`src/rtl/instr_sequencer_pkg.sv`:
```
// Shared definitions for the instruction sequencer: state encoding,
// the processor NOP encoding and a saturating counter helper.
package instr_sequencer_pkg;

  typedef enum logic [1:0] {
    ST_IDLE = 2'd0,
    ST_RUN  = 2'd1,
    ST_GAP  = 2'd2,
    ST_DONE = 2'd3
  } seq_state_e;

  // sll $0,$0,0 -- the canonical no-op of the target processor
  localparam logic [31:0] NOP_INSTR = 32'h0000_0000;

  localparam int LOOP_W   = 8;
  localparam int ISSUED_W = 16;

  function automatic logic [ISSUED_W-1:0] sat_inc(input logic [ISSUED_W-1:0] v);
    return (v == '1) ? v : v + ISSUED_W'(1);
  endfunction

endpackage

```
`src/rtl/instr_sequencer_if.sv`:
```
// Load, control and processor-side handshake signals of the sequencer.
// master = the environment driving the sequencer, slave = the sequencer.
interface instr_sequencer_if #(
  parameter int WIDTH = 32
);
  logic             load_valid;
  logic [WIDTH-1:0] load_data;
  logic             load_ready;
  logic             start;
  logic [7:0]       loop_count;
  logic             clear;
  logic             proc_ready;
  logic [WIDTH-1:0] next_instruction;
  logic             instr_valid;
  logic             busy;
  logic             done;
  logic [15:0]      issued;

  modport master (
    output load_valid, load_data, start, loop_count, clear, proc_ready,
    input  load_ready, next_instruction, instr_valid, busy, done, issued
  );

  modport slave (
    input  load_valid, load_data, start, loop_count, clear, proc_ready,
    output load_ready, next_instruction, instr_valid, busy, done, issued
  );
endinterface

```
`src/rtl/instr_sequencer_prog_buffer.sv`:
```
// Program storage: DEPTH x WIDTH register array, one write port, one
// combinational read port. Data is deliberately not reset.
module prog_buffer #(
  parameter  int WIDTH = 32,
  parameter  int DEPTH = 16,
  localparam int AW    = $clog2(DEPTH)
) (
  input  logic             clk,
  input  logic             wr_en,
  input  logic [AW-1:0]    wr_addr,
  input  logic [WIDTH-1:0] wr_data,
  input  logic [AW-1:0]    rd_addr,
  output logic [WIDTH-1:0] rd_data
);

  logic [WIDTH-1:0] mem [DEPTH];

  // write port
  always_ff @(posedge clk) begin
    if (wr_en) mem[wr_addr] <= wr_data;
  end

  assign rd_data = mem[rd_addr];

endmodule

```
`src/rtl/instr_sequencer.sv`:
```
// Instruction sequencer: buffers a program, then plays it to a processor
// over a valid/ready handshake, optionally looping and inserting idle gaps.
//
//   state | meaning
//   IDLE  | accepting loads, waiting for start
//   RUN   | presenting buffer[rd_ptr] with instr_valid=1
//   GAP   | idle cycles after a transfer (GAP > 0 only)
//   DONE  | program finished; start re-runs, clear empties the buffer
module instr_sequencer
  import instr_sequencer_pkg::*;
#(
  parameter int              WIDTH = 32,
  parameter int              DEPTH = 16,
  parameter int              GAP   = 0,
  parameter logic [WIDTH-1:0] NOP  = WIDTH'(NOP_INSTR)
) (
  input logic              clk,
  input logic              rst_n,
  instr_sequencer_if.slave bus
);

  localparam int AW = $clog2(DEPTH);
  localparam int CW = AW + 1;
  localparam int GW = (GAP > 1) ? $clog2(GAP) : 1;
  localparam logic [CW-1:0] FULL     = CW'(DEPTH);
  localparam logic [GW-1:0] GAP_LAST = GW'((GAP > 0) ? GAP - 1 : 0);

  seq_state_e         state_q, state_d;
  logic [CW-1:0]      count_q, count_d;
  logic [AW-1:0]      rd_ptr_q, rd_ptr_d;
  logic [LOOP_W-1:0]  pass_q, pass_d;
  logic [ISSUED_W-1:0] issued_q, issued_d;
  logic [GW-1:0]      gap_q, gap_d;
  logic               end_q, end_d;     // current gap ends in DONE
  logic               valid_q, valid_d;
  logic [WIDTH-1:0]   instr_q, instr_d;

  logic             load_ready;
  logic             do_load;
  logic             last_entry;
  logic [WIDTH-1:0] rd_data;
  logic [WIDTH-1:0] rd_word;

  assign load_ready = (state_q == ST_IDLE) && (count_q != FULL);
  assign do_load    = bus.load_valid && load_ready && !bus.clear;
  assign last_entry = ({1'b0, rd_ptr_q} == (count_q - CW'(1)));

  // A load coinciding with start may target the entry being read first;
  // the array only updates at the edge, so forward the incoming word.
  assign rd_word = (do_load && (count_q[AW-1:0] == rd_ptr_d)) ? bus.load_data : rd_data;

  prog_buffer #(
    .WIDTH (WIDTH),
    .DEPTH (DEPTH)
  ) u_buf (
    .clk     (clk),
    .wr_en   (do_load),
    .wr_addr (count_q[AW-1:0]),
    .wr_data (bus.load_data),
    .rd_addr (rd_ptr_d),
    .rd_data (rd_data)
  );

  // next-state, pointer/counter updates and registered output values
  always_comb begin
    state_d  = state_q;
    count_d  = count_q;
    rd_ptr_d = rd_ptr_q;
    pass_d   = pass_q;
    issued_d = issued_q;
    gap_d    = gap_q;
    end_d    = end_q;

    if (do_load) count_d = count_q + CW'(1);

    unique case (state_q)
      ST_IDLE, ST_DONE: begin
        if (bus.clear) begin
          count_d = '0;
          state_d = ST_IDLE;
        end else if (bus.start) begin
          rd_ptr_d = '0;
          issued_d = '0;
          pass_d   = bus.loop_count;
          end_d    = 1'b0;
          state_d  = (count_d != '0) ? ST_RUN : ST_DONE;
        end
      end
      ST_RUN: begin
        if (bus.proc_ready) begin
          issued_d = sat_inc(issued_q);
          end_d    = 1'b0;
          if (last_entry) begin
            rd_ptr_d = '0;
            if (pass_q != '0) pass_d = pass_q - LOOP_W'(1);
            else              end_d  = 1'b1;
          end else begin
            rd_ptr_d = rd_ptr_q + AW'(1);
          end
          if (GAP > 0) begin
            state_d = ST_GAP;
            gap_d   = GAP_LAST;
          end else begin
            state_d = end_d ? ST_DONE : ST_RUN;
          end
        end
      end
      ST_GAP: begin
        if (gap_q == '0) state_d = end_q ? ST_DONE : ST_RUN;
        else             gap_d   = gap_q - GW'(1);
      end
      default: state_d = ST_IDLE;
    endcase

    valid_d = (state_d == ST_RUN);
    instr_d = valid_d ? rd_word : NOP;
  end

  // state and output registers
  always_ff @(posedge clk or negedge rst_n) begin
    if (!rst_n) begin
      state_q  <= ST_IDLE;
      count_q  <= '0;
      rd_ptr_q <= '0;
      pass_q   <= '0;
      issued_q <= '0;
      gap_q    <= '0;
      end_q    <= 1'b0;
      valid_q  <= 1'b0;
      instr_q  <= NOP;
    end else begin
      state_q  <= state_d;
      count_q  <= count_d;
      rd_ptr_q <= rd_ptr_d;
      pass_q   <= pass_d;
      issued_q <= issued_d;
      gap_q    <= gap_d;
      end_q    <= end_d;
      valid_q  <= valid_d;
      instr_q  <= instr_d;
    end
  end

  assign bus.load_ready       = load_ready;
  assign bus.next_instruction = instr_q;
  assign bus.instr_valid      = valid_q;
  assign bus.busy             = (state_q == ST_RUN) || (state_q == ST_GAP);
  assign bus.done             = (state_q == ST_DONE);
  assign bus.issued           = issued_q;

endmodule

```
`src/flat_wrapper.sv`:
```
// flat-port wrapper written by rule: the top's interface ports become plain ports
module instr_sequencer_flat import instr_sequencer_pkg::*;
#(
  parameter int              WIDTH = 32,
  parameter int              DEPTH = 16,
  parameter int              GAP   = 0,
  parameter logic [WIDTH-1:0] NOP  = WIDTH'(NOP_INSTR)
)
  (clk, rst_n, bus_load_valid, bus_load_data, bus_start, bus_loop_count, bus_clear, bus_proc_ready, bus_load_ready, bus_next_instruction, bus_instr_valid, bus_busy, bus_done, bus_issued);
  instr_sequencer_if #(.WIDTH(WIDTH)) bus_i ();
  input logic clk;
  input logic rst_n;
  input wire logic [$bits(bus_i.load_valid)-1:0] bus_load_valid;
  input wire logic [$bits(bus_i.load_data)-1:0] bus_load_data;
  input wire logic [$bits(bus_i.start)-1:0] bus_start;
  input wire logic [$bits(bus_i.loop_count)-1:0] bus_loop_count;
  input wire logic [$bits(bus_i.clear)-1:0] bus_clear;
  input wire logic [$bits(bus_i.proc_ready)-1:0] bus_proc_ready;
  output wire logic [$bits(bus_i.load_ready)-1:0] bus_load_ready;
  output wire logic [$bits(bus_i.next_instruction)-1:0] bus_next_instruction;
  output wire logic [$bits(bus_i.instr_valid)-1:0] bus_instr_valid;
  output wire logic [$bits(bus_i.busy)-1:0] bus_busy;
  output wire logic [$bits(bus_i.done)-1:0] bus_done;
  output wire logic [$bits(bus_i.issued)-1:0] bus_issued;
  assign bus_i.load_valid = bus_load_valid;
  assign bus_i.load_data = bus_load_data;
  assign bus_i.start = bus_start;
  assign bus_i.loop_count = bus_loop_count;
  assign bus_i.clear = bus_clear;
  assign bus_i.proc_ready = bus_proc_ready;
  assign bus_load_ready = bus_i.load_ready;
  assign bus_next_instruction = bus_i.next_instruction;
  assign bus_instr_valid = bus_i.instr_valid;
  assign bus_busy = bus_i.busy;
  assign bus_done = bus_i.done;
  assign bus_issued = bus_i.issued;
  instr_sequencer #(.WIDTH(WIDTH), .DEPTH(DEPTH), .GAP(GAP), .NOP(NOP)) u_core (.clk(clk), .rst_n(rst_n), .bus(bus_i));
endmodule
```
`config.mk`:
```
export PLATFORM = sky130hd
export DESIGN_NAME = instr_sequencer_flat
export DESIGN_NICKNAME = d
export VERILOG_FILES = /design/src/rtl/instr_sequencer_pkg.sv /design/src/rtl/instr_sequencer_if.sv /design/src/rtl/instr_sequencer_prog_buffer.sv /design/src/rtl/instr_sequencer.sv /design/src/flat_wrapper.sv
export SDC_FILE = /design/constraint.sdc
export NUM_CORES = 1
export LEC_CHECK = 0
export ABC_AREA = 1
export CAP_MARGIN = 20
export CELL_PAD_IN_SITES_DETAIL_PLACEMENT = 1
export CELL_PAD_IN_SITES_GLOBAL_PLACEMENT = 1
export CORE_MARGIN = 5
export CORE_UTILIZATION = 45
export CTS_BUF_LIST = sky130_fd_sc_hd__clkbuf_4
export DETAILED_ROUTE_END_ITERATION = 10
export PLACE_DENSITY_LB_ADDON = 0.1
export SLEW_MARGIN = 20
export SYNTH_ARGS = -nofsm -noshare
export SYNTH_HDL_FRONTEND = slang
export SYNTH_SLANG_ARGS = --single-unit
```
`constraint.sdc`:
```
create_clock -name clk -period 10.25 [get_ports clk]
set_input_delay 2.05 -clock clk [delete_from_list [all_inputs] [get_ports clk]]
set_output_delay 2.05 -clock clk [all_outputs]
set_load 0.03 [all_outputs]
```
==> flow_summary.ini <==
[timing]
setup_violations = 0
max_slew_margin = 0.239
finalWorstPathRequiredPeriod_ns = 5.61
fmax_mhz = 178
rsz0062_at_grt = false
fin_crit_sh = 0.548
tightest_slew_ns = 1.14
fin_skew_ns = 0.0410
hold_violations = 0
maxSlewViolCount = 0
tns_ns = 0

[detailed_routing]
ant_nets = 0
wl_um = 77300
wl_per_cell_um = 24.2
vias_per_cell = 5.72
first_iter_violations = 1499
drc = 0
vias = 18300
first_pass_iters = 5

[synthesis]
synth_area_leader_cell = edfxtp_1
synth-simple-area-share = 0.234
synth.area.mux_share = 0
synth_compound_area_frac = 0.0234
ys.flop_type = edfxtp_1
synth.most_common_cell = nand3_1
syn_nets = 2233
seq_area_frac_synth = 0.685
ys_warn_count = 0
synth_edf_count = 512
synth_fa_ha_area_frac = 0.00602
yosysTopAreaCellShare = 0.616
synth.area.top_cells = edfxtp_1 62%, nand3_1 14%, dfrtp_1 6.9%
synth_top_family_by_area = simple AND/OR/NAND/NOR gates
syn_avg_cell_area_sq_um = 11.5
synth-xor-area-share = 0.00211
syn_area_sq_um = 25000
ys_types = 41
synth-async-reset-ratio = 0.119
synth_seq_cells = 581
ys_top_cells_by_count = 713 x nand3_1, 512 x edfxtp_1, 413 x nand2_1, 95 x buf_2, 78 x inv_1
postSynthCellCount = 2175

[pwr]
power_frac_seq = 0.310
p_sw_frac = 0.437
vdd_ir_drop_max_mv = 0.300
leakage_nw = 10.6
clockPowerShare = 0.240
combinationalPowerShare = 0.450
power_density_nw_per_um2 = 316
internal_power_mw = 5.07
p_sw_mw = 3.95

[run_status]
status = completed

[setup_path]
r2r_setup_slack_ns = 5.14
r2r_start = u_core.count_q[0]
ff2ff_path_depth = 17
start_kind = primary input
path_cells = clkdlybuf4s50_1, inv_1, nor2_1, nor2_2, nand3_1, nand2_1, nand2_4, buf_4, nand2_1, nand2_1, nor2_4, buf_4, nand3_2, buf_4, a21oi_1
r2r-end = u_core.bus.next_instruction[31]
crit_fanout = 45
arrival_ns = 6.44
critPathSlowestCell = buf_4
worst_ep_required_time_ns = 11.07
crit_path_end_kind = register
slowest_delay_ns = 0.63
critPathKind = primary input to register

[global_routing]
grt_usage = 0.256
grt_max_degree = 166
gr-total-overflow = 0
grt_pass1_wl_um = 117000
antenna_found_initial = 2
grt_pass1_vias = 19300

[hold_path]
min_to = u_core.bus.issued[15]
min_path_type = register to register
holdPathStages = 2
min-delay-start = u_core.bus.issued[15]

[clock_network]
clk_pin_slew_worst_paths_ns = 0.06
cts_tree = done
clkLatencyLatePin_ns = 0.99
cts_made_buffers = 157
cts.sinks = 581
cts_resized = 0
cts-root-buf = clkbuf_4
ctsHtreeMaxLevel = 4
hold_buffers = 0
clock_path_buffers = 3
post-cts-setup-buffers = 0

[layout]
drive_gt1_frac = 0.159
nets = 2374
post-route-util = 0.519
final_cell_area_sq_um = 28500
area_growth_pct = 14.2

[die]
initial_core_util = 0.454
rows = 86
die_h_um = 246
io_pins = 98
placeableCoreArea_sq_um = 55000
fp.dieW_um = 246
dieArea_sq_um = 60300

[place]
portBuffers = 97
gp_congestion = 0.827
dp_hpwl_um = 37000
post_dp_cell_area_sq_um = 26400

[flow_run]
max_cap_violations = 0
## power groups by stage
stage | clock network [mW] | registers (mW) | logic (mW)
4_1_cts | 2.22 | 2.80 | 4.08
2_1_floorplan | 0 | 2.94 | 2.85
6_report | 2.16 | 2.80 | 4.06
3_5_place_dp | 0 | 2.85 | 4.07
5_1_grt | 2.35 | 2.80 | 4.46
3_3_place_gp | 0 | 2.85 | 3.98
## per-layer routing
layer  vias up  global-route usage  part of all wire
met5         -                   0                 0
met4         0               0.111             0.033
met3       164              0.0483             0.061
met2       611               0.433              0.49
met1      9287               0.325              0.41
li1       8210                   -                 -
## through the flow
step                      setup slack [ns]  instances  hold slack [ns]  power [mW]
after floorplan                       4.99       2175            0.493        5.78
after global placement                3.87       2905            0.495        6.83
after detailed placement              3.71       2905            0.512        6.91
after CTS                             4.80       3192            0.529        9.10
after global routing                  4.56       3194            0.576        9.62
final                                 4.64       3194            0.521        9.02
## how the worst max path moves through the flow
stage	startpoint	end	slack [ns]	cells after the start
finish	bus_clear	u_core.bus.next_instruction[31]	4.64	15
global route	bus_clear	u_core.bus.next_instruction[21]	4.56	14
global placement	bus_clear	u_core.bus.next_instruction[31]	3.87	14
detailed placement	bus_clear	u_core.bus.next_instruction[27]	3.71	14
floorplan	bus_load_valid	u_core.u_buf.mem[7][0]	4.99	4
CTS	bus_clear	u_core.bus.next_instruction[31]	4.80	14
## critical path: cells and delay by family
kind                   cells  cell delay (ns)
AO/OA/AOI/OAI              1             0.14
buffers and inverters      5             2.06
AND/OR/NAND/NOR            9             2.00
## layout make-up
type,instances,area [sq um]
inverters,85,324
clock inverters,22,115
fillers,5880,26500
multi-input cells,1359,6790
repair buffers,132,1250
diodes,2,5.00
well taps,748,936
clock buffers,265,1990
flip-flops and latches,581,17100
## kinds of logic after synthesis
| logic type | Yosys count |
|---|---|
| XOR/XNOR | 6 |
| AO/OA/AOI/OAI | 88 |
| buffers and inverters | 235 |
| flip-flops | 581 |
| adder cells (fa/ha/maj) | 12 |
| AND/OR/NAND/NOR | 1253 |
## sequential cells by signal, summed over array words and instances (netlist names)
signal and cells:
u_core.u_buf.mem 512, u_core.bus.next_instruction 32, u_core.bus.issued 16, u_core.pass_q 8, u_core.count_q 5, u_core.rd_ptr_q 4, u_core.state_q 2, u_core.bus.instr_valid 1
u_core.end_q 1
## cells in the final DEF, fill, tap and decap left out, types with 3 or more instances in the layout
cell type        instances
dfrtp_1                 69
buf_6                    3
inv_1                   76
a21oi_2                 30
xor2_1                   5
nand2_8                  3
o21ai_0                 22
buf_4                   32
nand2_1                412
clkdlybuf4s50_1         96
nand4_1                 35
ha_1                    12
a21oi_1                 22
nor2_4                  17
nand3_1                713
nor4_1                   3
nand2_2                 10
clkbuf_4               265
clkinv_1                16
nor3_1                  13
nand3b_1                 4
edfxtp_1               512
nor2_2                   3
inv_2                    9
nor2_1                  30
o22ai_1                  4
Note: power is estimated with default switching activity, not from simulation.
==> edit (same flow settings) <==
`DEPTH` is set to 16 in 3 places; all go to 32.
--- a/src/rtl/instr_sequencer_prog_buffer.sv
+++ b/src/rtl/instr_sequencer_prog_buffer.sv
@@ -2,7 +2,7 @@
 // combinational read port. Data is deliberately not reset.
 module prog_buffer #(
   parameter  int WIDTH = 32,
-  parameter  int DEPTH = 16,
+  parameter  int DEPTH = 32,
   localparam int AW    = $clog2(DEPTH)
 ) (
   input  logic             clk,
--- a/src/rtl/instr_sequencer.sv
+++ b/src/rtl/instr_sequencer.sv
@@ -10,7 +10,7 @@
   import instr_sequencer_pkg::*;
 #(
   parameter int              WIDTH = 32,
-  parameter int              DEPTH = 16,
+  parameter int              DEPTH = 32,
   parameter int              GAP   = 0,
   parameter logic [WIDTH-1:0] NOP  = WIDTH'(NOP_INSTR)
 ) (
--- a/src/flat_wrapper.sv
+++ b/src/flat_wrapper.sv
@@ -2,7 +2,7 @@
 module instr_sequencer_flat import instr_sequencer_pkg::*;
 #(
   parameter int              WIDTH = 32,
-  parameter int              DEPTH = 16,
+  parameter int              DEPTH = 32,
   parameter int              GAP   = 0,
   parameter logic [WIDTH-1:0] NOP  = WIDTH'(NOP_INSTR)
 )
Behaviour: no difference found for any inputs over 4 cycles, from zero or initial values and one cycle with rst_n low; that may be too few to reach the edited logic, so the function may still have changed.
==> edit against the original RTL <==
Total power is 73% higher. Register-to-register slack worse by 0.43 ns. Setup slack worse by 0.057 ns. Sequential cell count is 514 higher. Largest cell class unchanged. Non-clock buffer count is 45 higher. Maximum frequency is 1.0% lower. Synthesized area is 84% higher. Via count is 85% higher. Core utilization is 0.70 points lower. Wire length is 96% higher. Cell area is 82% higher. First-iteration DRC count is 120% higher. Sequential share of layout area is 2.6 points higher. Count of clock-buffer cells in the layout is 199 higher.
==> edit: results (changes against the original RTL) <==
Largest delay share family, worst path=simple AND/OR/NAND/NOR gates; placed cell area=0.04823 mm^2 (+83%); CTS Buffer Depth=4 (+1); TritonCTS buffer count=309 (+97%); Iteration-0 DRC Markers=3,343 (+120%); maximum vdd drop=931.6 uV (+210%); Skew-Pair Late Insertion Delay=1.16 ns (+0.17 ns); clk_skew=0.08579 ns (+0.04478 ns); DPL Wire Length=72,010 um (+95%); syn_nets=3,993 (+79%); via density per instance=5.917 (+3.4%); Leakage=18.95 nW (+79%); Crit-path slowest cell=nand2_8; pin count of the biggest net entering global routing=206 (+24%); antenna violations before repair=6 (+4); sequential area share after synthesis=0.7077 (+0.02255); GRT Overall Usage=0.2770 (+0.02060); Routed WL=151,700 um (+96%); Post-synth EDFFs=1,024 (+100%); first-pass GRT wire length=223,700 um (+92%); CTS Root Cell=clkbuf_4; Synth cell types=40 (-2.4%); layout cell share with drive strength beyond 1=0.1453 (-0.01342); largest driver fanout on the critical path=205 (+360%); vias in the first global route=35,259 (+83%); status=finished, final reports clean; Final GP Congestion=0.7769 (-6.1%); max reg flops=1,024 (+100%); Post-synth top cells=1,516 x nand3_1, 1,024 x edfxtp_1, 664 x nand2_1, 176 x buf_2, 131 x inv_1; CP max stage delay=0.85 ns (+0.22 ns); worst hold slack=0.5091 ns (-0.01222 ns); # H-tree levels=5 (+1); relative slew slack=0.2320 (-0.007145); CP Data Arrival Time=6.70 ns (+0.26 ns); Nets=4,189 (+76%)
edit: cell count changes after synthesis, sizes merged, moves of 6 or more:
cell    change
a21oi      -33
inv        +54
buf        +60
nand2     +247
nand3     +801
nor2       +23
clkbuf     +82
nand4      -30
edfxtp    +512
o21ai       +6
nand3b     +36
edit: area by class of cell:
cell class	instances	area (um^2)
Fill cell	10835	49620
Sequential cell	1095	32530
Multi-Input combinational cell	2408	11810
Clock buffer	464	3483
Tap cell	1368	1712
Timing Repair Buffer	177	1639
Inverter	140	535.5
Clock inverter	44	252.7
Antenna cell	9	22.52
edit: cell families after synthesis:
logic type      count (synthesis)  share of synthesized area
compound gates                 65                   0.008248
buf+inv                       432                    0.04228
fa+ha+maj                      12                   0.003267
flops                        1095                     0.7077
mux                             1                  0.0002450
xor+xnor                        8                   0.001524
simple gates                 2322                     0.2368
edit: final timing paths:
| kind | to | depth (start not counted) | start |
|---|---|---|---|
| setup reg to reg | u_core.bus.next_instruction[24] | 18 | u_core.count_q[0] |
| setup / recovery | u_core.bus.next_instruction[31] | 14 | bus_proc_ready |
| min in group asynchronous | u_core.bus.next_instruction[6] | 1 | rst_n |
| hold reg to reg | u_core.end_q | 1 | u_core.end_q |
| max in group asynchronous | u_core.bus.issued[7] | 2 | rst_n |
| hold / removal | u_core.end_q | 1 | u_core.end_q |
edit: power by group:
group / total, W / switching (W) / leakage [nW] / internal [W]
Clock: 0.00391 / 0.00179 / 2.27 / 0.00212
Sequential: 0.00512 / 0.000107 / 10.1 / 0.00501
Combinational: 0.00660 / 0.00476 / 6.58 / 0.00184
Total: 0.0156 / 0.00666 / 19.0 / 0.00896
edit: metal layers:
metal | global-route usage | wire (um)
met5 | 0 | 13
met4 | 0.09595 | 3933
met3 | 0.04977 | 11480
met2 | 0.4489 | 71620
met1 | 0.3801 | 64660
edit: worst reg2reg max path, cell delays in order, from the launching register on:
cell and delay (ns):
dfrtp_1 0.50, inv_2 0.17, ha_1 0.35, nand3_1 0.22, nand3_1 0.14, nand2_1 0.06
nor2_1 0.11, nand2_2 0.14, nand2_8 0.76, buf_4 0.90, buf_4 0.91, nand3_1 0.27
nand3_1 0.16, nand3_1 0.09, nand3_1 0.13, nand3_1 0.12, nand3_1 0.13, nand2_1 0.20
inv_1 0.10
edit: through the flow:
stage	std cells	total power [W]	utilization	setup WS (ns)
after floorplan	3935	0.009617	-	5.232
after global placement	5187	0.01170	0.4747	3.608
after detailed placement	5187	0.01179	0.4747	3.551
after CTS	5695	0.01573	0.5115	4.758
after global routing	5705	0.01658	0.5116	4.358
final	5705	0.01562	0.5116	4.580
